`src/rtl/mul_core_pkg.sv`:
```
// Shared definitions for the multiplier core, its result writer and the SRAM wrapper.
package mul_core_pkg;

    typedef enum logic [1:0] {
        S_IDLE = 2'd0,
        S_RUN  = 2'd1,
        S_DONE = 2'd2
    } state_t;

    localparam int DEF_RESULT_WIDTH = 16;
    localparam int DEF_ADDR_WIDTH   = 7;
    localparam int DEF_MEM_DEPTH    = 128;

endpackage

```
`src/rtl/mul_result_addr_cnt.sv`:
```
// Batch address counter: cleared and loaded with the batch length on start,
// advanced once per captured result, flags the capture that completes the batch.
module mul_result_addr_cnt
    import mul_core_pkg::*;
#(
    parameter int ADDR_WIDTH = DEF_ADDR_WIDTH
) (
    input  logic                  clk,
    input  logic                  reset_n,
    input  logic                  i_load,
    input  logic [ADDR_WIDTH:0]   i_num_cnt,
    input  logic                  i_en,
    output logic [ADDR_WIDTH-1:0] o_addr,
    output logic                  o_last
);

    logic [ADDR_WIDTH:0] r_cnt;
    logic [ADDR_WIDTH:0] r_num;
    logic [ADDR_WIDTH:0] w_cnt_nxt;

    assign w_cnt_nxt = r_cnt + (ADDR_WIDTH+1)'(1);

    // NOTE: sequential state uses non-blocking assignments so every register samples pre-edge values.
    always_ff @(posedge clk or negedge reset_n) begin
        if (!reset_n) begin
            r_cnt <= '0;
            r_num <= '0;
        end else if (i_load) begin
            r_cnt <= '0;
            r_num <= i_num_cnt;
        end else if (i_en) begin
            r_cnt <= w_cnt_nxt;
        end
    end

    // The counter is one bit wider than the address so a full-depth batch can terminate.
    assign o_addr = r_cnt[ADDR_WIDTH-1:0];
    assign o_last = i_en && (w_cnt_nxt == r_num);

endmodule

```
`src/rtl/mul_result_writer.sv`:
```
// Writes the multiplier result stream into the result SRAM, one batch per start pulse.
// Optional running sum of written results: define MUL_RESULT_SUM_EN.
module mul_result_writer
    import mul_core_pkg::*;
#(
    parameter int RESULT_WIDTH = DEF_RESULT_WIDTH,
    parameter int ADDR_WIDTH   = DEF_ADDR_WIDTH,
    parameter int MEM_DEPTH    = DEF_MEM_DEPTH
) (
    input  logic                               clk,
    input  logic                               reset_n,
    input  logic                               i_run,
    input  logic [ADDR_WIDTH:0]                i_num_cnt,
    input  logic                               i_valid,
    input  logic [RESULT_WIDTH-1:0]            i_result,
    output logic [ADDR_WIDTH-1:0]              o_addr,
    output logic                               o_ce,
    output logic                               o_we,
    output logic [RESULT_WIDTH-1:0]            o_d,
    output logic                               o_idle,
    output logic                               o_running,
    output logic                               o_done,
`ifdef MUL_RESULT_SUM_EN
    output logic [RESULT_WIDTH+ADDR_WIDTH:0]   o_sum,
`endif
    output logic                               o_err
);

    localparam logic [ADDR_WIDTH:0] L_DEPTH = MEM_DEPTH[ADDR_WIDTH:0];

    state_t                  r_state;
    state_t                  w_state_nxt;
    logic                    w_start;
    logic                    w_capture;
    logic                    w_drop;
    logic                    w_last;
    logic [ADDR_WIDTH:0]     w_num_clamped;
    logic [ADDR_WIDTH-1:0]   w_cnt_addr;
    logic [ADDR_WIDTH-1:0]   r_addr;
    logic [RESULT_WIDTH-1:0] r_d;
    logic                    r_we;
    logic                    r_err;

    assign w_start       = (r_state == S_IDLE) && i_run;
    assign w_capture     = (r_state == S_RUN) && i_valid;
    assign w_drop        = i_valid && (r_state != S_RUN);
    assign w_num_clamped = (i_num_cnt > L_DEPTH) ? L_DEPTH : i_num_cnt;

    mul_result_addr_cnt #(
        .ADDR_WIDTH (ADDR_WIDTH)
    ) u_addr_cnt (
        .clk       (clk),
        .reset_n   (reset_n),
        .i_load    (w_start),
        .i_num_cnt (w_num_clamped),
        .i_en      (w_capture),
        .o_addr    (w_cnt_addr),
        .o_last    (w_last)
    );

    always_ff @(posedge clk or negedge reset_n) begin
        if (!reset_n) r_state <= S_IDLE;
        else          r_state <= w_state_nxt;
    end

    // NOTE: the default assignment first keeps every path driven, so no latch is inferred.
    always_comb begin
        w_state_nxt = r_state;
        case (r_state)
            S_IDLE: if (i_run) w_state_nxt = (w_num_clamped == '0) ? S_DONE : S_RUN;
            S_RUN:  if (w_last) w_state_nxt = S_DONE;
            S_DONE: w_state_nxt = S_IDLE;
            default: w_state_nxt = S_IDLE;
        endcase
    end

    always_ff @(posedge clk or negedge reset_n) begin
        if (!reset_n) begin
            r_we   <= 1'b0;
            r_addr <= '0;
            r_d    <= '0;
            r_err  <= 1'b0;
        end else begin
            r_we <= w_capture;
            if (w_capture) begin
                r_addr <= w_cnt_addr;
                r_d    <= i_result;
            end
            // A drop in the same cycle as a start still reports the lost result.
            if (w_drop)       r_err <= 1'b1;
            else if (w_start) r_err <= 1'b0;
        end
    end

`ifdef MUL_RESULT_SUM_EN
    logic [RESULT_WIDTH+ADDR_WIDTH:0] r_sum;

    always_ff @(posedge clk or negedge reset_n) begin
        if (!reset_n)       r_sum <= '0;
        else if (w_start)   r_sum <= '0;
        else if (w_capture) r_sum <= r_sum + (RESULT_WIDTH+ADDR_WIDTH+1)'(i_result);
    end

    assign o_sum = r_sum;
`endif

    assign o_addr    = r_addr;
    assign o_d       = r_d;
    assign o_ce      = r_we;
    assign o_we      = r_we;
    assign o_err     = r_err;
    assign o_idle    = (r_state == S_IDLE);
    assign o_running = (r_state == S_RUN);
    assign o_done    = (r_state == S_DONE);

endmodule

```
`config.mk`:
```
export PLATFORM = sky130hd
export DESIGN_NAME = mul_result_writer
export DESIGN_NICKNAME = d
export VERILOG_FILES = /design/src/rtl/mul_core_pkg.sv /design/src/rtl/mul_result_addr_cnt.sv /design/src/rtl/mul_result_writer.sv
export SDC_FILE = /design/constraint.sdc
export NUM_CORES = 1
export LEC_CHECK = 0
export ABC_AREA = 1
export CAP_MARGIN = 20
export CORE_UTILIZATION = 26
export DETAILED_ROUTE_END_ITERATION = 10
export SLEW_MARGIN = 40
export SYNTH_ARGS = -nofsm -noshare
export SYNTH_HDL_FRONTEND = slang
export SYNTH_SLANG_ARGS = --single-unit
```
`constraint.sdc`:
```
create_clock -name clk -period 1.36 [get_ports clk]
set_input_delay 0.204 -clock clk [delete_from_list [all_inputs] [get_ports clk]]
set_output_delay 0.204 -clock clk [all_outputs]
set_load 0.01 [all_outputs]
```
Yosys cells after proc, flatten, opt, wreduce, memory -nomap -nowiden
Index checks and enable logic that the tools add are counted.

word-level totals
  logic and storage cells = 33
  bits in registers = 43

operators by class
  reductions and logical operators = 9
  add/sub/neg operators = 1
  equal/unequal tests = 6
  magnitude comparators = 1
  mux-type cells = 9

operators by type and width
  kind                                            number
  two-way mux 8 bit                               3
  adder 8 x 1 -> 8 bit (second input constant)    1
  == test 8 bit                                   1
  > comparator 8 bit (second input constant)      1
  zero test 8 bit                                 1
  two-way mux 2 bit                               3
  logical AND 1 bit                               4
  != test 2 x 1 -> 1 bit (second input constant)  2
  one-hot mux 2 bit (2 select lines)              1
  nonzero test 2 bit                              2
  == test 2 x 1 -> 1 bit (second input constant)  1
  == test 2 bit (second input constant)           1
  zero test 2 bit                                 1
  two-way mux 1 bit                               2
  != test 2 bit (second input constant)           1
  AND reduction 2 bit                             1

Longest topological paths before layout
Gate-level depths: netlist (run 1).

  depth in word-level cells = 6
  mapped depth = 12
  mapped depth without buffers = 12

Cells and area by module
A second synthesis (run 1) with hierarchy kept.

unflattened totals
  cell total of the unflattened synthesis = 266
  area, all modules = 2092.0 um2

modules (own cells, without submodules)
  module               times used  area each (um2)  cells an instance
  mul_result_writer    1           1187.4           142
  mul_result_addr_cnt  1           904.6            124

Least setup slack after synthesis (run 1)
OpenSTA, ideal clock, no wires.

  path kind = register to register
  start point = reg u_addr_cnt.r_cnt[0]
  end point = reg r_state[0]
  setup time = 117 ps
  slack = -72 ps
  required time = 1243 ps
  arrival = 1316 ps
  path buffers = 0
  clock period less this slack = 1432 ps
  stages on the path, launching flop included = 12
  path through = dfrtp_1 -> ha_1 -> nand2_1 -> inv_1 -> nand3_1 -> nand2_1 -> nand2_1 -> nand3_1 -> nor2_1 -> nand2_1 -> nand2_1 -> nand2_1

between the ends
  cells in the longest elaborated chain, start to end = 5

RTL lines
  what                              line                       text
  from (decl)                       mul_result_addr_cnt.sv:17  logic [ADDR_WIDTH:0] r_cnt;
  from (signal assigned)            mul_result_addr_cnt.sv:32  r_cnt <= w_cnt_nxt;
  adder 8 x 1 -> 8 bit              mul_result_addr_cnt.sv:21  assign w_cnt_nxt = r_cnt + (ADDR_WIDTH+1)'(1);
  == test 8 bit                     mul_result_addr_cnt.sv:38  assign o_last = i_en && (w_cnt_nxt == r_num);
  logical AND 1 bit                 mul_result_addr_cnt.sv:38
  != test 2 x 1 -> 1 bit (no line)  n/a
  AND reduction 2 bit (no line)     n/a
  to (signal assigned)              mul_result_writer.sv:63    else r_state <= w_state_nxt;
  to (decl)                         mul_result_writer.sv:31    state_t r_state;

Every way passes these cells.
A chain may end at the register's enable or synchronous reset.

Final worst setup path (run 1)
  start point = reg u_addr_cnt.r_cnt[1]
  end point = reg r_state[0]

Same word-level chain as after synthesis.

==> results.txt, run 1 <==
The final-report hold violation count came out at 0. The core area came out at 7250 um2. Setup repair after global routing could not meet its margin everywhere.

The post-synthesis cell count is 242. The largest net degree at the start of global routing is 30. The checks that failed: negative setup slack.

The reported max-cap violation count came out at 0. The sequential share of the synthesized area came out at 0.550. The relative contribution of the clock network to total power came out at 0.156. The total I/O pin count is 57. The first routing iteration left 67 violations. Counting flops and latches in the post-synthesis netlist gives 43. Measured on the finished design, the core utilization comes to 0.401. Of the post-synthesis cell area, the part taken by muxes is 0. The port buffer count came out at 56.

The CTS tree is yes. At the pin with the least slew margin, the transition time is 0.362 ns. The overall die area is 7880 um2. In the post-route analysis, the smallest setup slack over all paths is -0.150 ns. Averaged over all synthesized cells, the footprint is 8.09 um2.

The leftover overflow at the end of global routing came out at 0. The wire length of the first global-routing pass came out at 7.47 mm. The total power per unit cell area came out at 1750 nW/um2. Of the total synthesized cell area, the portion taken by AND, OR, NAND and NOR gates is 0.277. The post-synthesis cell area is 1960 um2.

Clock tree synthesis inserted a total of 5 buffers. The start point of the critical path is u_addr_cnt.r_cnt[1]. Summed over all nets, the switching power comes to 0.00193 W. In the routed design, unresolved DRC markers number 0.

The first-pass iteration count of the detailed router is 5. The routability-driven placement congestion ratio came out at 0.817. The fraction of final layout cells with drive strength greater than 1 is 0.156. STA classifies the critical path startpoint as a register. In the layout the commonest cells are nand2_1 (91), dfrtp_1 (43), inv_1 (27), dlygate4sd2_1 (27), clkdlybuf4s50_1 (26). In this run the worst path has a maximum fanout of 2.

Of the available clock period, the critical path in the final layout requires 1.11. Of the total synthesized cell area, the portion taken by full adders, half adders and majority gates is 0.00639. The number of vias in the routed layout came out at 1,764. The root buffer cell is clkbuf_8. The time the worst path needs with I/O delays and setup is 1.51 ns. Internal power comes to 0.00316 W. The post-CTS clock slew at the launch and capture registers of the worst setup and hold paths came out at 0.08 ns. Dividing the detail-routed via count by the number of cells gives 4.15. The latest clock arrival within the worst-skew pair came out at 0.29 ns. Across the routed clock network, the largest skew measured is 0.00677 ns. The detailed placement HPWL is 3.40 mm. After synthesis, the largest family of logic cells by area is simple AND/OR/NAND/NOR gates. The distinct cell type count of the synthesized netlist is 25. The proportion of power drawn by flip-flops and latches is 0.405. The relative slew slack is 0.758. For this block, the routed nets add up to 4.59 mm of wire.

Row generation in the floorplan step produced 31 rows. The number of max-slew violations in the final report is 0. Leaving out fill and tap cells, the most frequent cell in the layout is nand2_1. The peak clock frequency supported by timing came out at 0.662 GHz. The via count of the first global-routing pass is 1,635.

The maximum ir drop on the vdd rail is 0.718 mV. The share of total power in combinational logic came out at 0.439. The die is 88.8 um tall. The flow ran to the end, but the final reports show violations. STA classifies the critical path endpoint as a register. The global-route usage over all layers is 0.127. The layout overhead on the synthesized area is 48.5%. The final net count came out at 354. The compound-cell area share of the yosys netlist is 0.0889. The number of nets in the synthesized netlist is 271. The worst-case clock buffer depth came out at 2. The worst endpoint data arrival time came out at 1.70 ns.

The residual antenna-violating net count after detailed routing came out at 0. The worst hold-check path type is input pin to asynchronous set/reset pin. The total of warnings raised by yosys is 0.

The effective utilization at floorplan is 0.270. The required time reported for the critical path endpoint is 1.55 ns. The worst register-to-register path begins at u_addr_cnt.r_cnt[1]. The initial antenna violation count came out at 0. The switching part of the total power is 0.380. The area share of xor/xnor cells in the synthesized design came out at 0.00448. The post-route total power came out at 0.00509 W.

The final setup violation count came out at 2. The number of sinks driven by the clock tree is 43. The worst setup path is of the register to register kind. The count of antenna diodes in the layout came out at 0. OpenSTA, run right after detailed placement, puts the worst setup slack at -0.221 ns. The analysis attributes to cell leakage a power of 1.49 nW.

Dividing the detail-routed wire length by the instance count gives 10.8 um. The number of H-tree branching levels came out at 2. The width of the die is 88.8 um.
## through the flow
step / setup TNS [ns] / std cells / instance area [um2] / hold slack (ns)
floorplan: -0.0240 / 242 / 1960 / -0.0916
global placement: -1.38 / 416 / 2810 / 0.138
detailed placement: -2.09 / 416 / 2810 / 0.141
CTS: -0.310 / 425 / 2870 / 0.356
global route: -0.468 / 425 / 2910 / 0.394
finish: -0.261 / 425 / 2910 / 0.347
## path summary, 6_finish.rpt
| kind | to | slack [ns] | cells after the start |
|---|---|---|---|
| max in group asynchronous | o_addr[2] | 0.54 | 3 |
| max | r_state[0] | -0.15 | 9 |
| min in group clk | o_d[9] | 0.44 | 3 |
| max reg2reg | r_state[0] | -0.15 | 9 |
| min reg2reg | o_d[5] | 0.47 | 2 |
| min | o_d[11] | 0.35 | 2 |
## routing by layer
metal | up-vias | track usage | share of wire
met5 | - | 0 | 0
met4 | 0 | 0.0440 | 0.0083
met3 | 4 | 0.0420 | 0.059
met2 | 45 | 0.192 | 0.43
met1 | 782 | 0.169 | 0.50
li1 | 933 | - | -
## cell families (layout without fill, tap and decap cells)
kind of cell	after synthesis	after routing
AO/OA/AOI/OAI	31	31
buffers and inverters	37	121
adder cells (fa/ha/maj)	1	1
XOR/XNOR	1	1
flip-flops	43	43
AND/OR/NAND/NOR	129	129
## synth_stat cells
cell type  count  area (um2)
nand2_1       94         353
nand3_1       20         100
nand2_2        2        12.5
ha_1           1        12.5
o21ai_2        1        8.76
o22ai_1        7        43.8
a21oi_2        1        8.76
xnor2_1        1        8.76
buf_2          1        5.00
buf_4          1        7.51
dfrtp_1       43        1080
nand3b_1       1        7.51
o21ai_0       19        95.1
buf_1          1        3.75
nor2_2         2        12.5
inv_2          2        7.51
nor2_1         6        22.5
clkbuf_1       3        11.3
o21bai_1       1        7.51
nand4_1        1        6.26
nor2_4         2        22.5
a21oi_1        1        5.00
inv_1         29         109
nor3_1         1        5.00
o21ai_1        1        5.00
## repair_timing
action	4_1_cts	5_1_grt
pin swaps	1	8
hold buffers	1	0
setup endpoints to repair	31	6
endpoints found under the hold margin	14	0
buffers inserted	0	1
resized for setup	33	11
## critical path: stages, from the launching register on
cell	delay [ns]
dfrtp_1	0.43
ha_4	0.29
xnor2_1	0.10
nand3_1	0.09
nor2_1	0.12
nand3_1	0.07
nor2_1	0.11
nand2_1	0.09
nand2_1	0.06
nand2_1	0.05
## sequential cells by signal, summed over array words and instances, names as in the netlist
register / flops
o_addr: 7
u_addr_cnt.r_num: 8
o_ce: 1
u_addr_cnt.r_cnt: 8
o_d: 16
r_state: 2
o_err: 1
## power by group through the flow
| stage | clock [W] | sequential, W | combinational (W) |
|---|---|---|---|
| final | 0.000793 | 0.00206 | 0.00224 |
| after global routing | 0.000893 | 0.00213 | 0.00252 |
| after CTS | 0.000828 | 0.00205 | 0.00223 |
| after detailed placement | 0 | 0.00208 | 0.00249 |
| after global placement | 0 | 0.00208 | 0.00246 |
| after floorplan | 0 | 0.00221 | 0.00104 |
## final cells by class
cell class | count | area [um2]
clock inverters | 2 | 12.5
repair buffers | 82 | 731
flip-flops and latches | 43 | 1080
clock buffers | 6 | 72.6
fillers | 777 | 4350
well taps | 99 | 124
inverters | 31 | 116
multi-input cells | 162 | 773
Note: power is estimated with default switching activity, not from simulation.
==> run 2: changes to the inputs <==
--- a/config.mk
+++ b/config.mk
@@ -7,8 +7,10 @@
 export LEC_CHECK = 0
 export ABC_AREA = 1
 export CAP_MARGIN = 20
-export CORE_UTILIZATION = 26
+export CORE_ASPECT_RATIO = 1.2
+export CORE_UTILIZATION = 42
 export DETAILED_ROUTE_END_ITERATION = 10
+export PLACE_DENSITY = 0.75
 export SLEW_MARGIN = 40
 export SYNTH_ARGS = -nofsm -noshare
 export SYNTH_HDL_FRONTEND = slang
==> results.txt, run 2 (same netlist as run 1, synthesis figures left out) <==
The relative contribution of the clock network to total power came out at 0.154 (-0.002). The residual antenna-violating net count after detailed routing is 0 (unchanged). The port buffer count is 56 (unchanged). The relative slew slack came to 0.830 (+0.0711).

The largest net degree at the start of global routing is 44 (+47%). The peak clock frequency supported by timing came to 0.674 GHz (+1.7%). The total I/O pin count is 57 (unchanged). The checks that failed: negative setup slack. The count of antenna diodes in the layout is 0 (unchanged). The via count of the first global-routing pass is 1,935 (+18%). The number of remaining DRC errors came out at 0 (unchanged). The wire length of the first global-routing pass came out at 7.99 mm (+7.0%). The latest clock arrival within the worst-skew pair is 0.30 ns (about the same). The leftover overflow at the end of global routing is 0 (unchanged). The least setup slack across all paths after layout came out at -0.124 ns (+0.0258 ns). The overall die area is 4940 um2 (-37%). The final hold slack came to 0.426 ns (+0.0796 ns).

The global-route usage over all layers came out at 0.206 (+0.0793). The commonest non-fill, non-tap cell in the layout is nand2_1. The routability-driven placement congestion ratio came out at 0.869 (+6.4%). The required time reported for the critical path endpoint came to 1.56 ns (about the same). The maximum cell stage delay along the critical path is 0.41 ns (-0.02 ns). The height of the die was 76.8 um (-13%). The proportion of power drawn by flip-flops and latches is 0.403 (-0.002).

The total wire length came to 4.57 mm (-0.46%). The worst-case setup slack after placement came to -0.215 ns (+0.00561 ns). The effective utilization at floorplan came to 0.449 (+0.179). The first-pass iteration count of the detailed router is 4 (-1). The fraction of final layout cells with drive strength greater than 1 came out at 0.173 (+0.0169).

The worst-case clock buffer depth is 2 (unchanged). The actual transition at the worst max-transition pin is 0.254 ns (-0.109 ns). The filler cell count came out at 399 (-49%).

The width of the die came out at 64.3 um (-28%). The detailed placement HPWL is 3.36 mm (-1.2%). The root buffer cell is clkbuf_8. Setup repair after global routing could not meet its margin everywhere.

The number of flip-flops under the largest register name came out at 16 (unchanged). By startpoint and endpoint, the worst setup path is classified as register to register. The post-CTS clock slew at the launch and capture registers of the worst setup and hold paths is 0.09 ns (about the same). The worst hold-check path type is input pin to asynchronous set/reset pin. The DRC marker count from the first detailed-route iteration came out at 56 (-16%). The via density per instance is 4.75 (+14%). The total CTS buffers came to 5 (unchanged). The switching part of the total power is 0.384 (+0.00416).

The number of H-tree branching levels came out at 2 (unchanged). The post-detailed-route wirelength per cell is 12.0 um (+12%). The number of sinks driven by the clock tree is 43 (unchanged). The worst endpoint data arrival time was 1.68 ns (-0.02 ns). The share of total power in combinational logic is 0.443 (+0.004). The time the worst path needs with I/O delays and setup came out at 1.48 ns (-0.0258 ns).

The critical path endpoint category is a register. The flow ran to the end, but the final reports show violations. The reported max-cap violation count is 0 (unchanged). Traced cell by cell, the critical path runs through buf_6 -> nand2_4 -> nor2_4 -> nand2_2 -> nand2_2 -> nand2_2 -> nand2_2 -> nand2_1 -> nor2_1 -> nand2_1 -> nand2_1 -> nand2_1. The maximum ir drop on the vdd rail is 1.18 mV (+64%).

The total leakage power is 1.46 nW (-1.5%). The total power per unit cell area is 1830 nW/um2 (+4.3%). The number of max-slew violations in the final report is 0 (unchanged). The total number of placement rows is 26 (-16%). The core area came out at 4360 um2 (-40%). The initial antenna violation count came out at 0 (unchanged). The final setup violation count is 2 (unchanged). The startpoint type of the worst setup path is a register. From synthesis to final layout, the design area changed by 45.4%. The end-of-flow core utilization is 0.653 (+0.252).

The critical-path maximum fanout came out at 6 (+4). The buffer count from post-CTS setup fixing is 0 (unchanged). The number of vias in the routed layout is 1,799 (+2.0%).

TritonCTS built the clock tree. The top cell types in the final layout, fill and taps aside, are nand2_1 (87), dfrtp_1 (43), inv_1 (27), clkdlybuf4s50_1 (26), dlygate4sd2_1 (26). The internal power summed over all cells is 0.00321 W (+1.5%).

The slowest stage of the critical path belongs to the cell dfrtp_1. The setup TNS after final layout came out at -0.211 ns (+0.0504 ns). The setup slack on the worst flop-to-flop path is -0.12 ns (+0.03 ns). The final net count came to 351 (-0.85%). The ratio of final minimum period to clock period came out at 1.09 (-0.0190).

The post-route clock skew came out at 0.0105 ns (+0.00371 ns). The switching component of the power is 0.00200 W (+3.3%). The post-route total power is 0.00521 W (+2.2%). The final-report hold violation count was 0 (unchanged).
-- run 2: cell count changes in the layout (fill, tap and decap cells not counted), sizes merged --
| cell | previous run | this run |
|---|---|---|
| buf | 27 | 24 |
| dlygate4sd2 | 27 | 26 |
| clkbuf | 6 | 7 |
-- run 2: area by class of cell --
class,instances,area (um2),share of cell area
Clock buffer,6,72.6,0.0255
Timing Repair Buffer,79,704,0.248
Inverter,31,119,0.0418
Multi-Input combinational cell,162,791,0.278
Sequential cell,43,1080,0.378
Tap cell,56,70.1,0.0246
Clock inverter,2,12.5,0.00440
-- run 2: metrics by stage --
step           instances  cell area, um2
6_report             379            2850
5_1_grt              379            2850
4_1_cts              379            2790
3_5_place_dp         370            2740
3_3_place_gp         370            2740
2_1_floorplan        242            1960
-- run 2: worst paths after layout --
kind | startpoint | endpoint | cells past startpoint
max | u_addr_cnt.r_cnt[1] | r_state[0] | 12
min | reset_n | o_d[7] | 3
max reg2reg | u_addr_cnt.r_cnt[1] | r_state[0] | 12
min reg2reg | o_d[7] | o_d[7] | 2
max in group asynchronous | reset_n | o_d[11] | 3
min in group clk | i_result[7] | o_d[7] | 3
-- run 2: critical path, delay by kind of cell (launching register included) --
kind          cells  cell delay, ns
buf+inv           1            0.13
flops             1            0.41
simple gates     11            0.85
-- run 2: metal layers --
layer,wire length [um],global-route usage,vias up
li1,-,-,923
met1,1940,0.227,825
met2,2390,0.377,44
met3,151,0.0342,7
met4,83,0.0933,0
met5,0,0,-
-- run 2: power by group through the flow --
stage                     clock, W  combinational, W  sequential (W)
after floorplan                  0           0.00104         0.00221
after global placement           0           0.00245         0.00208
after detailed placement         0           0.00250         0.00210
after CTS                 0.000813           0.00224         0.00207
after global routing      0.000866           0.00258         0.00216
final                     0.000799           0.00231         0.00210
-- run 2: what timing repair did --
action | 4_1_cts | 5_1_grt
pin swaps | 0 | 7
resized for setup | 33 | 19
endpoints found under the hold margin | 43 | 0
endpoints found under the setup margin | 31 | 14
hold buffers | 1 | 0
==> run 3: changes to the inputs <==
--- a/config.mk
+++ b/config.mk
@@ -10,6 +10,7 @@
 export CORE_ASPECT_RATIO = 1.2
 export CORE_UTILIZATION = 42
 export DETAILED_ROUTE_END_ITERATION = 10
+export HOLD_SLACK_MARGIN = 0.12
 export PLACE_DENSITY = 0.75
 export SLEW_MARGIN = 40
 export SYNTH_ARGS = -nofsm -noshare
==> constraint.sdc (replaced) <==
create_clock -name clk -period 1.25 [get_ports clk]
set_input_delay 0.1875 -clock clk [delete_from_list [all_inputs] [get_ports clk]]
set_output_delay 0.1875 -clock clk [all_outputs]
set_load 0.01 [all_outputs]
==> results.txt, run 3 (same netlist as run 1, synthesis figures left out) <==
The height of the die came out at 76.8 um (unchanged). The cell at the slowest stage of the critical path is dfrtp_1. The filler cell count is 349 (-13%). The total stage count of the critical path is 12 (unchanged).

The latest clock arrival within the worst-skew pair came out at 0.29 ns (about the same). The DRC marker count from the first detailed-route iteration came out at 96 (+71%). The proportion of power drawn by flip-flops and latches is 0.369 (-0.034).

The count of antenna diodes in the layout is 0 (unchanged). The final net count came out at 360 (+2.6%). The top routing layer in use is met4.

STA classifies the critical path startpoint as a register. The global-route usage over all layers came out at 0.209 (+0.00339). The switching part of the total power is 0.368 (-0.0159).

The first-pass iteration count of the detailed router is 4 (unchanged). In the layout the commonest cells are nand2_1 (86), dfrtp_1 (43), clkdlybuf4s50_1 (26), dlygate4sd2_1 (26), buf_4 (26). The cell sitting at the root of the clock tree is a clkbuf_8.

The number of remaining DRC errors was 0 (unchanged). The effective utilization at floorplan came out at 0.449 (unchanged). The required time reported for the critical path endpoint came out at 1.44 ns (-0.12 ns). The residual antenna-violating net count after detailed routing came to 0 (unchanged). The overall die area is 4940 um2 (unchanged).

The number of vias in the routed layout came to 1,919 (+6.7%). The flow ran to the end, but the final reports show violations. The actual transition at the worst max-transition pin is 0.243 ns (-0.0109 ns).

The number of sinks driven by the clock tree came out at 43 (unchanged). The amount of wire on met3 after detailed routing is 199 um (+32%). The time the worst path needs with I/O delays and setup came to 1.55 ns (+0.0636 ns). The met2 layer wire length in the routed design came to 2.79 mm (+17%). The routability-driven placement congestion ratio came out at 0.873 (+0.41%). The width of the die is 64.3 um (unchanged). The total I/O pin count is 57 (unchanged). The length in cells of the worst reg-to-reg path came out at 12 (unchanged). The reported max-cap violation count was 0 (unchanged). The internal power summed over all cells is 0.00391 W (+22%). The total power per unit cell area is 2040 nW/um2 (+12%). The total leakage power was 1.56 nW (+6.5%). The setup slack on the worst flop-to-flop path is -0.30 ns (-0.17 ns).

The total number of placement rows came to 26 (unchanged). The cell type with the highest occurrence count on the critical path is nand2_1. The core area came to 4360 um2 (unchanged). The share of total power in combinational logic is 0.452 (+0.009). The wire length the detailed router placed on met1 was 1.98 mm (+1.7%). The ratio of final minimum period to clock period is 1.24 (+0.147). The total wire length is 5.06 mm (+11%). The largest net degree at the start of global routing came out at 44 (unchanged). The critical path goes through buf_4 -> nand2_2 -> nor2_4 -> nand2_1 -> nand2_1 -> nand2_1 -> nand2_1 -> nand2_1 -> nor2_1 -> nand2_1 -> nand2_1 -> nand2_1.

The least setup slack across all paths after layout is -0.298 ns (-0.174 ns). The fraction of final layout cells with drive strength greater than 1 is 0.226 (+0.0525). The port buffer count came to 56 (unchanged). The initial antenna violation count came out at 0 (unchanged).

The library cell used most frequently in the layout, excluding fill and tap cells, is nand2_1. The switching component of the power came out at 0.00228 W (+14%). The worst hold path belongs to the class input pin to asynchronous set/reset pin. The final-report hold violation count came out at 0 (unchanged). The wire length of the first global-routing pass came out at 8.02 mm (+0.34%). Setup repair after global routing could not meet its margin everywhere. The critical-path maximum fanout is 6 (unchanged). The worst setup path is captured at a register. The worst endpoint data arrival time is 1.74 ns (+0.06 ns).

The worst-case clock buffer depth is 2 (unchanged). The number of buffers and inverters on the critical path came to 1 (unchanged). The area of all sequential standard cells is 1080 um2 (unchanged).

The number of flip-flops under the largest register name came out at 16 (unchanged). The worst-case setup slack after placement is -0.310 ns (-0.0944 ns). The relative slew slack is 0.838 (+0.00859). The via density per instance is 4.95 (+4.2%). The family of cells with the greatest summed delay on the critical path is simple AND/OR/NAND/NOR gates.

The via count of the first global-routing pass came out at 1,839 (-5.0%). The end-of-flow core utilization is 0.694 (+0.0416). The post-detailed-route wirelength per cell is 13.0 um (+8.3%). The number of max-slew violations in the final report is 0 (unchanged).

The checks that failed: negative setup slack. The total CTS buffers came out at 5 (unchanged). By startpoint and endpoint, the worst setup path is classified as register to register. The post-CTS clock slew at the launch and capture registers of the worst setup and hold paths is 0.08 ns (about the same). The post-route clock skew came to 0.00238 ns (-0.00811 ns). TritonCTS built the clock tree. The relative contribution of the clock network to total power came to 0.179 (+0.025). The number of H-tree branching levels came to 2 (unchanged). The leftover overflow at the end of global routing came out at 0 (unchanged). The post-route total power came to 0.00619 W (+19%). The maximum ir drop on the vdd rail came out at 1.32 mV (+13%). The area used by multi-input combinational logic was 837 um2 (+5.9%). The maximum cell stage delay along the critical path came out at 0.39 ns (-0.02 ns).

The peak clock frequency supported by timing came out at 0.646 GHz (-4.1%). The layout overhead on the synthesized area came out at 54.7%. The final setup violation count is 12 (+10). The detailed placement HPWL is 3.39 mm (+0.82%).
-- run 3: power groups by stage --
stage	Combinational [W]	Clock [W]	Sequential [W]
3_3_place_gp	0.00267	0	0.00225
6_report	0.00280	0.00111	0.00228
3_5_place_dp	0.00271	0	0.00226
4_1_cts	0.00245	0.00112	0.00224
2_1_floorplan	0.00113	0	0.00240
5_1_grt	0.00307	0.00118	0.00236
-- run 3: metal layers --
| metal | global-route usage | vias up |
|---|---|---|
| li1 | - | 942 |
| met1 | 0.245 | 902 |
| met2 | 0.367 | 63 |
| met3 | 0.0402 | 12 |
| met4 | 0.0867 | 0 |
| met5 | 0 | - |
-- run 3: repair_timing --
item	4_1_cts	5_1_grt
pin swaps	2	6
endpoints found under the setup margin	39	26
gates cloned	0	1
hold buffers	1	0
gates resized for setup	44	31
endpoints found under the hold margin	43	0
setup buffers	2	5
-- run 3: stage by stage --
stage	setup TNS, ns	hold WS [ns]	cell area [um2]	cells
3_5_place_dp	-5.54	0.184	2750	372
5_1_grt	-2.51	0.425	3030	388
6_report	-0.803	0.394	3030	388
2_1_floorplan	-0.265	-0.108	1960	242
3_3_place_gp	-4.66	0.181	2750	372
4_1_cts	-0.519	0.397	2860	383
-- run 3: layout make-up --
cell class / instances / area share
flip-flops and latches: 43 / 0.356
inverters: 31 / 0.0409
clock buffers: 6 / 0.0273
clock inverters: 2 / 0.0116
repair buffers: 88 / 0.265
multi-input cells: 162 / 0.277
well taps: 56 / 0.0232
-- run 3: path summary, 6_finish.rpt --
path | from | to
max | u_addr_cnt.r_cnt[1] | r_state[0]
min | reset_n | o_d[10]
max reg2reg | u_addr_cnt.r_cnt[1] | r_state[0]
min reg2reg | o_d[0] | o_d[0]
max in group asynchronous | reset_n | u_addr_cnt.r_cnt[6]
min in group clk | i_result[6] | o_d[6]
-- run 3: worst min-delay path: stages --
cell           delay [ns]
dlygate4sd3_1        0.52
buf_2                0.12
buf_12               0.23
